===== src/rtl/gpio_repeater_filtered.sv =====
// gpio_repeater_filtered
// Per-channel GPIO conditioning between the Renode DPI bridge outputs and
// inputs: synchronise, debounce, then drive out under a per-channel mode
// (pass / invert / toggle / stretch), with one-cycle rise/fall strobes.
//
// Pipeline per channel:
//   in -> sync_chain (SyncStages) -> filt (debounced, accepted value)
//      -> filt_d (previous accepted value) -> rise/fall/out registers.
// The output stage treats filt as the "next" accepted value and filt_d as the
// current one. This keeps out, rise and fall coincident, one posedge after
// filt is updated.
module gpio_repeater_filtered #(
  parameter int Width         = 2,
  parameter int SyncStages    = 2,
  parameter int FilterCycles  = 4,
  parameter int StretchCycles = 3
) (
  input  logic                 clk,
  input  logic                 rst,
  input  logic [2*Width-1:0]   mode,
  input  logic [Width-1:0]     in,
  output logic [Width-1:0]     out,
  output logic [Width-1:0]     rise,
  output logic [Width-1:0]     fall
);

  localparam int CntW = $clog2(FilterCycles) + 1;
  localparam int StrW = $clog2(StretchCycles + 1);
  localparam logic [CntW-1:0] CntLast = CntW'(FilterCycles - 1);
  localparam logic [StrW-1:0] StrLoad = StrW'(StretchCycles);

  localparam logic [1:0] ModePass    = 2'b00;
  localparam logic [1:0] ModeInvert  = 2'b01;
  localparam logic [1:0] ModeToggle  = 2'b10;
  localparam logic [1:0] ModeStretch = 2'b11;

  logic [SyncStages-1:0][Width-1:0] sync_chain;
  logic [Width-1:0]                 sync;
  logic [Width-1:0]                 filt;
  logic [Width-1:0]                 filt_d;
  logic [Width-1:0][CntW-1:0]       cnt;
  logic [Width-1:0]                 toggle_q;
  logic [Width-1:0][StrW-1:0]       stretch_q;

  logic [Width-1:0]                 rise_next;
  logic [Width-1:0]                 fall_next;
  logic [Width-1:0]                 toggle_next;
  logic [Width-1:0][StrW-1:0]       stretch_next;
  logic [Width-1:0]                 out_next;

  assign sync = sync_chain[SyncStages-1];

  // Multi-flop synchroniser: shift the raw inputs through SyncStages flops.
  always_ff @(posedge clk or posedge rst) begin
    if (rst) begin
      sync_chain <= '0;
    end else begin
      sync_chain <= {sync_chain[SyncStages-2:0], in};
    end
  end

  // Debounce: accept the synchronised value only after it has differed from
  // the accepted value for FilterCycles consecutive cycles.
  always_ff @(posedge clk or posedge rst) begin
    if (rst) begin
      filt <= '0;
      cnt  <= '0;
    end else begin
      for (int i = 0; i < Width; i++) begin
        if (sync[i] == filt[i]) begin
          cnt[i] <= '0;
        end else if (cnt[i] == CntLast) begin
          filt[i] <= sync[i];
          cnt[i]  <= '0;
        end else begin
          cnt[i] <= cnt[i] + 1'b1;
        end
      end
    end
  end

  // Next-state for the output stage: edges, toggle, stretch and mode mux.
  always_comb begin
    rise_next    = '0;
    fall_next    = '0;
    toggle_next  = toggle_q;
    stretch_next = stretch_q;
    out_next     = '0;
    for (int i = 0; i < Width; i++) begin
      rise_next[i]   = filt[i] & ~filt_d[i];
      fall_next[i]   = ~filt[i] & filt_d[i];
      toggle_next[i] = toggle_q[i] ^ rise_next[i];
      if (rise_next[i]) begin
        stretch_next[i] = StrLoad;
      end else if (stretch_q[i] != '0) begin
        stretch_next[i] = stretch_q[i] - 1'b1;
      end else begin
        stretch_next[i] = '0;
      end
      case (mode[2*i +: 2])
        ModePass:    out_next[i] = filt[i];
        ModeInvert:  out_next[i] = ~filt[i];
        ModeToggle:  out_next[i] = toggle_next[i];
        ModeStretch: out_next[i] = (stretch_next[i] != '0);
        default:     out_next[i] = filt[i];
      endcase
    end
  end

  // Output stage registers; reset forces out low even in invert mode.
  always_ff @(posedge clk or posedge rst) begin
    if (rst) begin
      filt_d    <= '0;
      toggle_q  <= '0;
      stretch_q <= '0;
      rise      <= '0;
      fall      <= '0;
      out       <= '0;
    end else begin
      filt_d    <= filt;
      toggle_q  <= toggle_next;
      stretch_q <= stretch_next;
      rise      <= rise_next;
      fall      <= fall_next;
      out       <= out_next;
    end
  end

endmodule

===== config.mk =====
export PLATFORM = sky130hd
export DESIGN_NAME = gpio_repeater_filtered
export DESIGN_NICKNAME = d
export VERILOG_FILES = /design/src/rtl/gpio_repeater_filtered.sv
export SDC_FILE = /design/constraint.sdc
export NUM_CORES = 1
export LEC_CHECK = 0
export BUFFER_PORTS_ARGS = -buffer_cell sky130_fd_sc_hd__buf_2
export CORE_MARGIN = 2
export CORE_UTILIZATION = 30
export CTS_CLUSTER_SIZE = 30
export DETAILED_ROUTE_END_ITERATION = 16
export HOLD_SLACK_MARGIN = 0.12
export SLEW_MARGIN = 20
export SYNTH_ARGS = -nofsm -noshare
export SYNTH_HDL_FRONTEND = slang
export SYNTH_SLANG_ARGS = --single-unit

===== constraint.sdc =====
create_clock -name clk -period 3.4 [get_ports clk]
set_clock_uncertainty 0.15 [all_clocks]
set_input_delay 0.51 -clock clk [delete_from_list [all_inputs] [get_ports clk]]
set_output_delay 0.51 -clock clk [all_outputs]
set_load 0.1 [all_outputs]

Word level (Yosys, flattened, before mapping)
Index checks and enable logic that the tools add are counted.
- equal/unequal tests: 10
- $add $sub $neg: 4
- bitwise operators: 12
- reduce and logical (&&, ||, !) cells: 8
- mux-type cells: 10
- operator list (operator ; number):
    $mux W3 ; 4
    $eq A2 B2 Y1 const B ; 4
    $mux W2 ; 4
    $pmux W1 S4 ; 2
    $reduce_bool A2 Y1 ; 4
    $add A3 B1 Y3 const B ; 2
    $eq A3 B2 Y1 const B ; 2
    $not A1 Y1 ; 6
    $and A1 B1 Y1 ; 4
    $eq A2 B1 Y1 const B ; 2
    $logic_not A2 Y1 ; 2
    $reduce_and A2 Y1 ; 2
    $sub A2 B1 Y2 const B ; 2
    $eq A1 B1 Y1 ; 2
    $xor A1 B1 Y1 ; 2
- logic and storage cells: 57
- bits of input ports: 8
- output and inout port bits: 6
- register bits after elaboration: 26

Logic depth before layout (Yosys ltp)
- depth after elaboration: 5
- mapped depth: 4
- depth with buffers taken out: 4

Worst setup path before layout
Ideal clock, no wire load.
- path kind: reg2out
- from: reg fall[0]
- to: out fall[0]
- data required time: 2.740 ns
- arrival: 0.883 ns
- path buffers: 0
- cell stages (with the launch flop): 1
- setup slack: 1.857 ns
- cell sequence: dfrtp_1
- RTL lines (what ; line ; text):
    from (decl) ; 24 ; output logic [Width-1:0] fall
    from (signal assigned) ; 124 ; fall <= fall_next;
No word-level cell between the ends.

Worst setup path in the final report
- from: reg fall[1]
- to: out fall[1]
No word-level cell between the ends.

==> Flow_metrics.wiki <==
{| class="wikitable"
! Metric !! Value
|-
| Top flip-flop cell by instance count after synthesis || sky130_fd_sc_hd__dfrtp_1
|-
| Hold EP || sync_chain[0]
|-
| Number of placement rows || 20
|-
| Slowest CP cell || sky130_fd_sc_hd__buf_2
|-
| Number of warnings printed during yosys synthesis || 0
|-
| Number of cells on the critical path || 1
|-
| Seq cells post-synth || 26
|-
| Capture instance of the worst register-to-register path || filt[0]
|-
| Placeable core region || around 0.003 mm²
|-
| Synthesized net count || 84
|-
| Number of library cell types mapped by synthesis || 23
|-
| Fraction of final layout cells sized beyond drive strength 1 || 20.9%
|-
| Global-route wire length before repair || roughly 2500 µm
|-
| Via/cell ratio || approximately 4.2
|-
| Hold path startpoint || in[0]
|-
| First-pass detailed-route iteration total || 4
|-
| Die Outline Area || roughly 0.0037 mm²
|-
| Initial core utilization || a little under a third
|-
| Worst hold slack after final layout || ~150 ps
|-
| FMAX || ~580 MHz
|-
| Outcome || finished, final reports clean
|-
| Hold-critical path depth || 1
|-
| Synthesized area || around 960 µm²
|-
| Cell family contributing the most delay on the critical path || buffers and inverters
|-
| Violation count after the first detailed-route iteration || 5
|-
| Die outline height || between 60 and 70 µm
|-
| Asr flop ratio synth || 100%
|-
| Count of non-filler cells in the finished layout || between 100 and 150
|-
| Vias in the first global route || between 500 and 600
|-
| Number of hold violations in the final report || 0
|-
| Later-pin clock latency in the skew report || roughly 300 ps
|-
| RSZ-0062 raised after global routing || no
|-
| Nets@finish || about 100
|-
| # placed instances || between 100 and 150
|-
| Max Fanout on Critical Path || 1
|-
| Deepest level of the CTS H-tree || 1
|-
| Aggregate global-route resource usage || approximately 9.2%
|-
| CTS max path bufs || 2
|-
| Maximum number of pins on one net before global-route repair || 27
|-
| Met2 wire length || about 570 µm
|-
| Synth top cells by count || 26 x sky130_fd_sc_hd__dfrtp_1, 6 x sky130_fd_sc_hd__inv_1, 6 x sky130_fd_sc_hd__nand2_1
|-
| Share of synthesized area occupied by flip-flops and latches || 67.6%
|-
| Sum of negative setup slack || 0 ps
|-
| Dominant cells by area after synthesis || sky130_fd_sc_hd__dfrtp_1 68%, sky130_fd_sc_hd__nor3b_1 3.9%, sky130_fd_sc_hd__xnor2_1 3.6%, sky130_fd_sc_hd__ha_1 2.6%, sky130_fd_sc_hd__inv_1 2.3%
|-
| Uppermost signal routing layer after detailed routing || met4
|-
| Flop-to-flop setup slack || 2040 ps
|-
| Buf/Inv on CP || 1
|-
| Synth area leader || sky130_fd_sc_hd__dfrtp_1
|-
| Worst slew margin relative to its limit || approximately two fifths
|-
| Antenna diodes || 0
|-
| Detailed-placement wirelength estimate || around 960 µm
|-
| Total I/O pin count || 14
|-
| End-of-flow core utilization || between 30% and 40%
|-
| Clock tree from TritonCTS || done
|-
| Vias after detailed routing || around 570
|-
| Biggest cell delay along the critical path || around 420 ps
|-
| Routed wire length || 1260 µm
|-
| Cell breakdown of the critical path || buf_2
|-
| Post-Route M1 WL || 570 µm
|-
| Beginning of the worst register-to-register path || cnt[0]
|-
| Cts bufs inserted || 3
|-
| DRC Markers || 0
|-
| Clock period minus worst slack || between 1500 and 2000 ps
|-
| Critical path data arrival time || between 1000 and 1500 ps
|-
| Clock Sinks || 26
|-
| Slew at the pin closest to its max-slew limit || just over 900 ps
|-
| Total of endpoints with negative setup slack in the final report || 0
|-
| Global route overflow || 0
|-
| Cell depth of the worst flop-to-flop path || 3
|-
| Data required time at the worst endpoint || 2740 ps
|-
| Post-route antenna net violation count || 0
|-
| Count of maximum capacitance violations || 0
|-
| Post-Syn Area per Cell || approximately 13 µm²
|-
| Mapped Cells || 74
|-
| Layout filler cell count || around 320
|-
| Hold WC Path Type || primary input to register
|-
| Count of pins over their slew limit || 0
|-
| Cell with the most instances after synthesis || sky130_fd_sc_hd__dfrtp_1
|-
| Launching element type of the critical path || register
|-
| Number of port buffers || 13
|-
| Portion of the clock cycle consumed by the worst path in the final layout || between 50% and 60%
|-
| Number of antenna violations at the first check in global routing || 0
|-
| Type of element capturing the critical path || output port
|-
| Routability Congestion || between 0.6 and 0.7
|-
| Sum of met3 wire segment lengths after detailed routing || roughly 100 µm
|-
| Horizontal die dimension || 60.6 µm
|-
| Post-CTS clock slew at the launch and capture registers of the worst setup and hold paths || roughly 120 ps
|-
| Layout area overhead || 15.9%
|-
| Critical path class || register to output port
|-
| Area fraction of the dominant cell type after synthesis || 67.6%
|-
| Root cell of the clock tree || sky130_fd_sc_hd__clkbuf_4
|-
| EDFF count, synth || 0
|-
| Average routed wire per standard cell || ~9.3 µm
|}
[cells by family after synthesis]
group           Yosys count  synth area share (%)
flops                    26                  67.6
mux                       2                  2.73
xor+xnor                  5                  4.55
compound gates            8                  4.94
buf+inv                   6                  2.34
simple gates             25                  15.2
fa+ha+maj                 2                  2.60
[how the worst max path moves through the flow]
stage | from | endpoint | slack (ps)
final | fall[1] | fall[1] | 1660
after global routing | rise[1] | rise[1] | 1590
after CTS | rise[1] | rise[1] | 1640
after detailed placement | rst | sync_chain[1] | 1850
after global placement | rst | stretch_q[3] | 1910
after floorplan | fall[0] | fall[0] | 1860
[cell type report]
type	instances	area, µm²	area share (%)
Sequential cell	26	651	58.4
Timing Repair Buffer	14	75.1	6.73
Inverter	6	22.5	2.02
Tap cell	44	55.1	4.94
Multi-Input combinational cell	42	289	25.9
Clock buffer	3	22.5	2.02
[cells in the final DEF, fill, tap and decap left out]
cell type and count:
sky130_fd_sc_hd__nand2b_2 1, sky130_fd_sc_hd__mux2_2 1, sky130_fd_sc_hd__o211ai_1 1, sky130_fd_sc_hd__and2b_1 1, sky130_fd_sc_hd__clkbuf_4 3, sky130_fd_sc_hd__o21ai_1 1
sky130_fd_sc_hd__a211o_1 1, sky130_fd_sc_hd__a21oi_1 1, sky130_fd_sc_hd__ha_1 2, sky130_fd_sc_hd__xnor2_1 4, sky130_fd_sc_hd__mux2_4 1, sky130_fd_sc_hd__nor4bb_1 1
sky130_fd_sc_hd__buf_2 13, sky130_fd_sc_hd__dlygate4sd3_1 1, sky130_fd_sc_hd__a31oi_1 1, sky130_fd_sc_hd__nand2_1 6, sky130_fd_sc_hd__o21ai_0 3, sky130_fd_sc_hd__nor3b_1 5
sky130_fd_sc_hd__nor3_1 3, sky130_fd_sc_hd__nand2b_1 2, sky130_fd_sc_hd__nor2_1 2, sky130_fd_sc_hd__nor2b_1 3, sky130_fd_sc_hd__xor2_1 1, sky130_fd_sc_hd__and3_1 1
sky130_fd_sc_hd__dfrtp_1 26, sky130_fd_sc_hd__inv_1 6
[timing repair]
action                                 4_1_cts  5_1_grt
setup endpoints to repair                    0        0
gates resized for setup                      0        0
endpoints found under the hold margin        0        1
hold buffers                                 0        1
buffers inserted                             0        0
[routing by layer]
metal | vias to the layer above | track usage [%]
li1 | 281 | -
met1 | 268 | 10.3
met2 | 14 | 15.2
met3 | 2 | 4.69
met4 | 0 | 2.80
met5 | - | 0
[metrics by stage]
stage | area, µm² | setup WS, ps
after detailed placement | 1080 | 1850
final | 1110 | 1660
after global placement | 1080 | 1910
after global routing | 1110 | 1590
after CTS | 1100 | 1640
after floorplan | 962 | 1860
[state kept, by name, indices dropped and copies added, names as in the netlist]
signal	count
cnt	6
fall	2
filt	2
filt_d	2
out	2
rise	2
stretch_q	4
sync	2
sync_chain	2
toggle_q	2
Power is left out: the tool's default activity adds up to more than one toggle a clock period on the data nets, which glitch-free logic cannot reach.
